### src/rtl/byte_unit_pkg.sv
// Shared constants and state encoding for the byte-serial program loader.
package byte_unit_pkg;

   localparam int INSTR_W  = 21;
   localparam int ADDR_W   = 8;
   localparam int ROM_SIZE = 256;

   localparam logic [INSTR_W-1:0] END_MARKER = 21'h1FFFFF;
   localparam logic [INSTR_W-1:0] NOP_INSTR  = 21'h00000F;

   typedef enum logic [2:0] {
      IDLE,
      BYTE0,
      BYTE1,
      BYTE2,
      WRITE,
      DONE,
      ERROR
   } loader_state_e;

endpackage

### src/rtl/program_loader.sv
// Assembles 3-byte little-endian instructions from a byte stream and writes
// them to instruction memory, holding the CPU in suspend while loading.
module program_loader #(
   parameter int ADDR_W   = byte_unit_pkg::ADDR_W,
   parameter int INSTR_W  = byte_unit_pkg::INSTR_W,
   parameter int ROM_SIZE = byte_unit_pkg::ROM_SIZE
) (
   input  logic               clk,
   input  logic               rst,
   input  logic               load_start,
   input  logic [7:0]         byte_in,
   input  logic               byte_valid,
   output logic               byte_ready,
   output logic               wr_en,
   output logic [ADDR_W-1:0]  wr_address,
   output logic [INSTR_W-1:0] wr_data,
   output logic               suspend_cpu,
   output logic               load_done,
   output logic               load_error,
   output logic [ADDR_W:0]    instr_count
);

   import byte_unit_pkg::*;

   localparam int HI_BITS = INSTR_W - 16;
   localparam logic [INSTR_W-1:0] MARKER    = INSTR_W'(END_MARKER);
   localparam logic [ADDR_W-1:0]  LAST_ADDR = ADDR_W'(ROM_SIZE - 1);

   loader_state_e      state_q, state_d;
   logic [7:0]         b0_q, b0_d;
   logic [7:0]         b1_q, b1_d;
   logic [ADDR_W-1:0]  addr_q, addr_d;
   logic [ADDR_W:0]    count_q, count_d;
   logic [INSTR_W-1:0] data_q, data_d;
   logic               wr_en_q, wr_en_d;
   logic               suspend_q, suspend_d;
   logic               done_q, done_d;
   logic               error_q, error_d;
   logic               xfer;
   logic               pad_bad;

   assign byte_ready = (state_q == BYTE0) || (state_q == BYTE1) || (state_q == BYTE2);
   assign xfer       = byte_ready && byte_valid;
   assign pad_bad    = (byte_in >> HI_BITS) != 8'd0;

   // Next-state and registered-output logic; the write strobe is raised on the
   // BYTE2 transfer so it is visible for exactly the WRITE cycle.
   always_comb begin
      state_d   = state_q;
      b0_d      = b0_q;
      b1_d      = b1_q;
      addr_d    = addr_q;
      count_d   = count_q;
      data_d    = data_q;
      wr_en_d   = 1'b0;
      suspend_d = suspend_q;
      done_d    = done_q;
      error_d   = error_q;
      unique case (state_q)
         IDLE, DONE, ERROR: begin
            if (load_start) begin
               state_d   = BYTE0;
               addr_d    = '0;
               count_d   = '0;
               done_d    = 1'b0;
               error_d   = 1'b0;
               suspend_d = 1'b1;
            end
         end
         BYTE0: begin
            if (xfer) begin
               b0_d    = byte_in;
               state_d = BYTE1;
            end
         end
         BYTE1: begin
            if (xfer) begin
               b1_d    = byte_in;
               state_d = BYTE2;
            end
         end
         BYTE2: begin
            if (xfer) begin
               if (pad_bad) begin
                  state_d = ERROR;
                  error_d = 1'b1;
               end else begin
                  data_d  = {byte_in[HI_BITS-1:0], b1_q, b0_q};
                  wr_en_d = 1'b1;
                  state_d = WRITE;
               end
            end
         end
         WRITE: begin
            count_d = count_q + (ADDR_W+1)'(1);
            if (data_q == MARKER) begin
               state_d   = DONE;
               done_d    = 1'b1;
               suspend_d = 1'b0;
            end else if (addr_q == LAST_ADDR) begin
               // No room left for the end marker: treat as overflow.
               state_d = ERROR;
               error_d = 1'b1;
            end else begin
               addr_d  = addr_q + ADDR_W'(1);
               state_d = BYTE0;
            end
         end
         default: state_d = IDLE;
      endcase
   end

   // All state clears on reset so every output reads zero immediately.
   always_ff @(posedge clk or posedge rst) begin
      if (rst) begin
         state_q   <= IDLE;
         b0_q      <= '0;
         b1_q      <= '0;
         addr_q    <= '0;
         count_q   <= '0;
         data_q    <= '0;
         wr_en_q   <= 1'b0;
         suspend_q <= 1'b0;
         done_q    <= 1'b0;
         error_q   <= 1'b0;
      end else begin
         state_q   <= state_d;
         b0_q      <= b0_d;
         b1_q      <= b1_d;
         addr_q    <= addr_d;
         count_q   <= count_d;
         data_q    <= data_d;
         wr_en_q   <= wr_en_d;
         suspend_q <= suspend_d;
         done_q    <= done_d;
         error_q   <= error_d;
      end
   end

   assign wr_en       = wr_en_q;
   assign wr_address  = addr_q;
   assign wr_data     = data_q;
   assign suspend_cpu = suspend_q;
   assign load_done   = done_q;
   assign load_error  = error_q;
   assign instr_count = count_q;

endmodule

### config.mk
export PLATFORM = sky130hd
export DESIGN_NAME = program_loader
export DESIGN_NICKNAME = d
export VERILOG_FILES = /design/src/rtl/byte_unit_pkg.sv /design/src/rtl/program_loader.sv
export SDC_FILE = /design/constraint.sdc
export NUM_CORES = 1
export LEC_CHECK = 0
export CORE_UTILIZATION = 51
export CTS_BUF_LIST = sky130_fd_sc_hd__clkbuf_8 sky130_fd_sc_hd__clkbuf_16
export CTS_CLUSTER_DIAMETER = 150
export DETAILED_ROUTE_END_ITERATION = 16
export PLACE_DENSITY = 0.82
export RECOVER_POWER = 50
export SLEW_MARGIN = 30
export SYNTH_ARGS = -nofsm -noshare
export SYNTH_HDL_FRONTEND = slang
export SYNTH_SLANG_ARGS = --single-unit
### constraint.sdc
create_clock -name clk -period 2.7 [get_ports clk]
set_clock_uncertainty 0.05 [all_clocks]
set_input_delay 0.405 -clock clk [delete_from_list [all_inputs] [get_ports clk]]
set_output_delay 0.405 -clock clk [all_outputs]
set_load 0.02 [all_outputs]
======== After elaboration in Yosys (flattened, before gate mapping) ========
Cells that the tools add are included.
cells by class
  $add $sub $neg .......................... 2
  eq/ne operators ......................... 17
  mux-type cells .......................... 28
  bitwise operators ....................... 1
  reductions and logical operators ........ 16
operators with widths
  kind                                                 count
  two-way mux 8 bit                                    3
  equality test 21 bit, second input constant          1
  two-way mux 3 bit                                    6
  inequality test 2 bit, second input constant         9
  one-hot mux 9 bit (2 select lines)                   1
  one-hot mux 8 bit (2 select lines)                   1
  one-hot mux 3 bit (5 select lines)                   1
  two-way mux 1 bit                                    11
  adder 9 x 1 -> 9 bit, second input constant          1
  equality test 3 bit, second input constant           3
  two-way mux 9 bit                                    1
  adder 8 x 1 -> 8 bit, second input constant          1
  equality test 8 bit, second input constant           1
  AND reduction 4 bit                                  2
  nonzero test 8 bit                                   1
  equality test 3 x 2 -> 1 bit, second input constant  2
  AND reduction 2 bit                                  3
  AND reduction 3 bit                                  2
  AND reduction 6 bit                                  1
  one-hot mux 1 bit (2 select lines)                   2
  equality test 3 x 1 -> 1 bit, second input constant  1
  logical NOT 3 bit                                    1
  one-hot mux 1 bit (3 select lines)                   1
  nonzero test 3 bit                                   1
  other kinds (6)                                      7
word-level totals
  flip-flop bits (word level) ............. 61
  bits of input ports ..................... 12
  output and inout bits ................... 43
  word-level logic and storage cells ...... 74

======== Longest topological paths before layout ========
  word-level depth ........................ 6
  depth in mapped cells ................... 7
  mapped depth without buffers ............ 6

======== Worst setup path after synthesis ========
OpenSTA, ideal clock, no wires.
  kind .................................... register -> register
  start point ............................. register addr_q[0] (netlist: wr_address[0])
  end point ............................... register addr_q[0] (netlist: wr_address[0])
  arrival time ............................ 1.817 ns
  data required time ...................... 2.525 ns
  slack ................................... 0.708 ns
  cell stages (with the launch flop) ...... 7
  path buffers ............................ 0
  cell sequence ........................... dfrtp_1 -> ha_1 -> and3_1 -> and3_1 -> a21o_1 -> or2_1 -> mux2_2
between the ends
  cells in the longest elaborated chain, start to end .. 4
  elaborated cells between the ends (all ways) .. 7
ends and longest elaborated chain
  element                             RTL line               text
  start, declared                     program_loader.sv:32   logic [ADDR_W-1:0] addr_q, addr_d;
  start signal, assigned              program_loader.sv:130  addr_q <= addr_d;
  adder 8 x 1 -> 8 bit                program_loader.sv:105  addr_d = addr_q + ADDR_W'(1);
  two-way mux 8 bit                   program_loader.sv:100  end else if (addr_q == LAST_ADDR) begin
  two-way mux 8 bit                   program_loader.sv:96   if (data_q == MARKER) begin
  one-hot mux 8 bit (2 select lines)  program_loader.sv:59   unique case (state_q)
Several ways; a longest one is shown, not always the timed one. The select of a mux whose other input is x is not followed.
A chain may end at the register's enable or synchronous reset.

======== Worst setup path in the final report ========
  start point ............................. register state_q[1]
  end point ............................... output byte_ready
between the ends
  cells in the longest elaborated chain, start to end .. 3
  elaborated cells between the ends (all ways) .. 5
ends and longest elaborated chain
  element                                                                       RTL line               text
  start, declared                                                               program_loader.sv:29   loader_state_e state_q, state_d;
  start signal, assigned                                                        program_loader.sv:127  state_q <= state_d;
  equality test 3 x 1 -> 1 bit or equality test 3 x 2 -> 1 bit (tied branches)  program_loader.sv:42   assign byte_ready = (state_q == BYTE0) || (state_q == BYTE1) || (state_q == BYTE2);
  logical OR 1 bit                                                              program_loader.sv:42
  logical OR 1 bit *                                                            program_loader.sv:42
  end, declared                                                                 program_loader.sv:13   output logic byte_ready,
Mark *: on every way between the ends. The rest lies on a longest branch, timed or not.

==> qor.txt <==
status: finished clean
Post-DP Area: 3420 um2
die area: 5811 um2
Syn Nets: 264
Max Slew Vio Count: 0
Post-Syn Instances: 250
Pint: 2.600 mW
gpl congestion: 0.7855
clock latency on the worst-skew pair: 0.34 ns
pre-CTS setup slack: 0.2996 ns
global route overflow: 0
Synth Warn #: 0
worst-path cell with the longest stage delay: clkdlybuf4s50_1
final instance area: 3645 um2
Worst EP arrival: 1.83 ns
FP Rows: 26
Fillers: 390
Initial Util: 53.99%
TritonCTS clock tree: done
asr flop ratio synth: 100.0%
die width: 76.23 um
register area: 1526 um2
multi-input logic area: 1211 um2
Layout area overhead: 29.70%
Top cell by count, worst path: nor2_1
Clock Tree Root: clkbuf_8
most frequent cells in the layout: dfrtp_1, clkdlybuf4s50_1, mux2_2
PortBufs: 54
Syn Std Cell Area: 2810 um2
Seq/Total Area, Yosys: 54.32%
DRT iter0 DRCs: 226
commonest non-fill, non-tap cell in the layout: dfrtp_1
number of global-route vias before repair: 2179
clock power share: 24.8%
largest net degree at the start of global routing: 62
power share of the combinational group: 36.0%
postcts setup bufs: 0
Final Power: 3.949 mW
Fin Hold WS: 0.4545 ns
Critical Path Source Type: register
Synth Flop Type: dfrtp_1
DRT Pass-1 Iters: 4
core area: 5205 um2
Total Routing Usage GR: 22.81%
Least-Margin Pin Slew: 1.468 ns
Psw: 1.349 mW
P_leak: 1.615 nW
layout cells sized above 1: 17.57%
Post-synth EDFFs: 0
Post-Route Setup TNS: 0 ns
Max Clock Freq: 438.2 MHz
RSZ-0062 raised after global routing: no
final hold violation count: 0
CTS sink cnt: 61
max_slew headroom: 2.106%
initial antenna violation count: 0
final worst slack: 0.4179 ns
clock slew at reported path FFs: 0.07 ns
Final Core Density: 70.02%
ANT nets after route: 0
fin crit share: 84.52%
post_cts resized: 0
pwr/cell area: 1083 nW/um2
H-tree levels: 3
VDD IR-drop max: 0.6653 mV
fin crit period: 2.282 ns
Total Wirelength: 5861 um
Max-Cap Viols: 0
Hold/Removal Path Class: register to register
placed cell count: 367
delay-heaviest family, CP: buffers and inverters
final std cells w/o fill: 383
part of the power in registers: 39.1%
FF+latch count, synth: 61
CP max FO: 15
Die Ht: 76.23 um
cell chain of the critical path: nor2_1 > nor2_1 > clkdlybuf4s50_1
TritonCTS Buffers: 9
DRC: 0
# diodes: 0
IO Pins: 55
slowest stage delay, CP: 0.62 ns
Clock Path Buffers: 2
required time worst endpoint: 2.25 ns
Netlist cell types: 37
routed vias/inst: 5.676
DP HPWL: 3978 um
number of hold-repair buffers added at the cts stage: 0
synthesized area per cell: 11.24 um2
final setup violation count: 0
WP buf/inv: 1
CP Class: register to output pin
fraction of power spent switching nets: 34.16%
CP endpoint kind: output pin
WL/cell: 15.30 um
Final nets: 322
vias: 2174
first-pass GRT wire length: 10370 um
-- worst reg2reg max path, delay by kind of cell (launching register included) --
family | cells | cell delay, ns
AO/OA/AOI/OAI | 1 | 0.25
adder cells (fa/ha/maj) | 1 | 0.26
flip-flops | 1 | 0.42
multiplexers | 1 | 0.27
AND/OR/NAND/NOR | 3 | 0.69
-- Yosys cell counts (3+ instances only) --
master / instances / area [um2]
clkbuf_1: 5 / 18.77
o21ai_0: 19 / 95.09
buf_2: 6 / 30.03
dfrtp_1: 61 / 1526
and3_1: 8 / 50.05
nor2_1: 17 / 63.81
a21oi_1: 6 / 30.03
mux2_2: 38 / 427.9
mux2i_1: 3 / 30.03
inv_1: 5 / 18.77
a21o_1: 3 / 22.52
xor2_1: 4 / 35.03
nand2_1: 21 / 78.83
nand3_1: 10 / 50.05
nand4_1: 4 / 25.02
nand2b_1: 7 / 43.79
-- sequential cells by signal, summed over array words and instances, names as in the netlist --
name and cells:
suspend_cpu 1, wr_data 21, state_q 3, wr_address 8
load_done 1, instr_count 9, load_error 1, wr_en 1
b1_q 8, b0_q 8
-- final cells by class --
class / instances / share of cell area, %
tap: 70 / 2.403
inverter: 5 / 0.5149
clock inverter: 6 / 2.815
sequential: 61 / 41.88
clock buffer: 10 / 3.776
multi-input combinational: 173 / 33.23
timing repair buffer: 58 / 15.38
-- worst paths after layout --
check / start / to / slack (ns) / cells past startpoint
worst min register to register: load_done$_DFFE_PP0P_ / load_done$_DFFE_PP0P_ / 0.45 / 1
worst min-delay path: load_done$_DFFE_PP0P_ / load_done$_DFFE_PP0P_ / 0.45 / 1
max in group asynchronous: rst / wr_address[0]$_DFFE_PP0P_ / 0.76 / 3
min in group asynchronous: rst / wr_data[8]$_DFFE_PP0P_ / 0.96 / 3
worst max-delay path: state_q[1]$_DFFE_PP0P_ / byte_ready / 0.42 / 3
worst max register to register: wr_address[0]$_DFFE_PP0P_ / wr_address[0]$_DFFE_PP0P_ / 0.63 / 6
-- layer usage --
metal / routed length (um) / track usage (%)
met1: 2548 / 29.36
met4: 93 / 9.615
met3: 283 / 4.311
met2: 2935 / 37.75
met5: 0 / 0
-- power by group through the flow --
stage	Combinational, mW	Clock (mW)	Sequential [mW]
after CTS	1.47	0.985	1.55
after global placement	1.42	0	1.55
final	1.42	0.980	1.55
after floorplan	0.770	0	1.65
after global routing	1.55	1.03	1.60
after detailed placement	1.46	0	1.56
-- cells by family (layout without fill, tap and decap cells) --
group / after synthesis / count (layout) / synth area share [%]
flops: 61 / 61 / 54.32
fa+ha+maj: 2 / 2 / 0.8903
xor+xnor: 4 / 4 / 1.247
compound gates: 45 / 45 / 10.24
simple gates: 81 / 81 / 14.60
buf+inv: 16 / 79 / 2.404
mux: 41 / 41 / 16.30
Power figures use the tool's default switching activity.
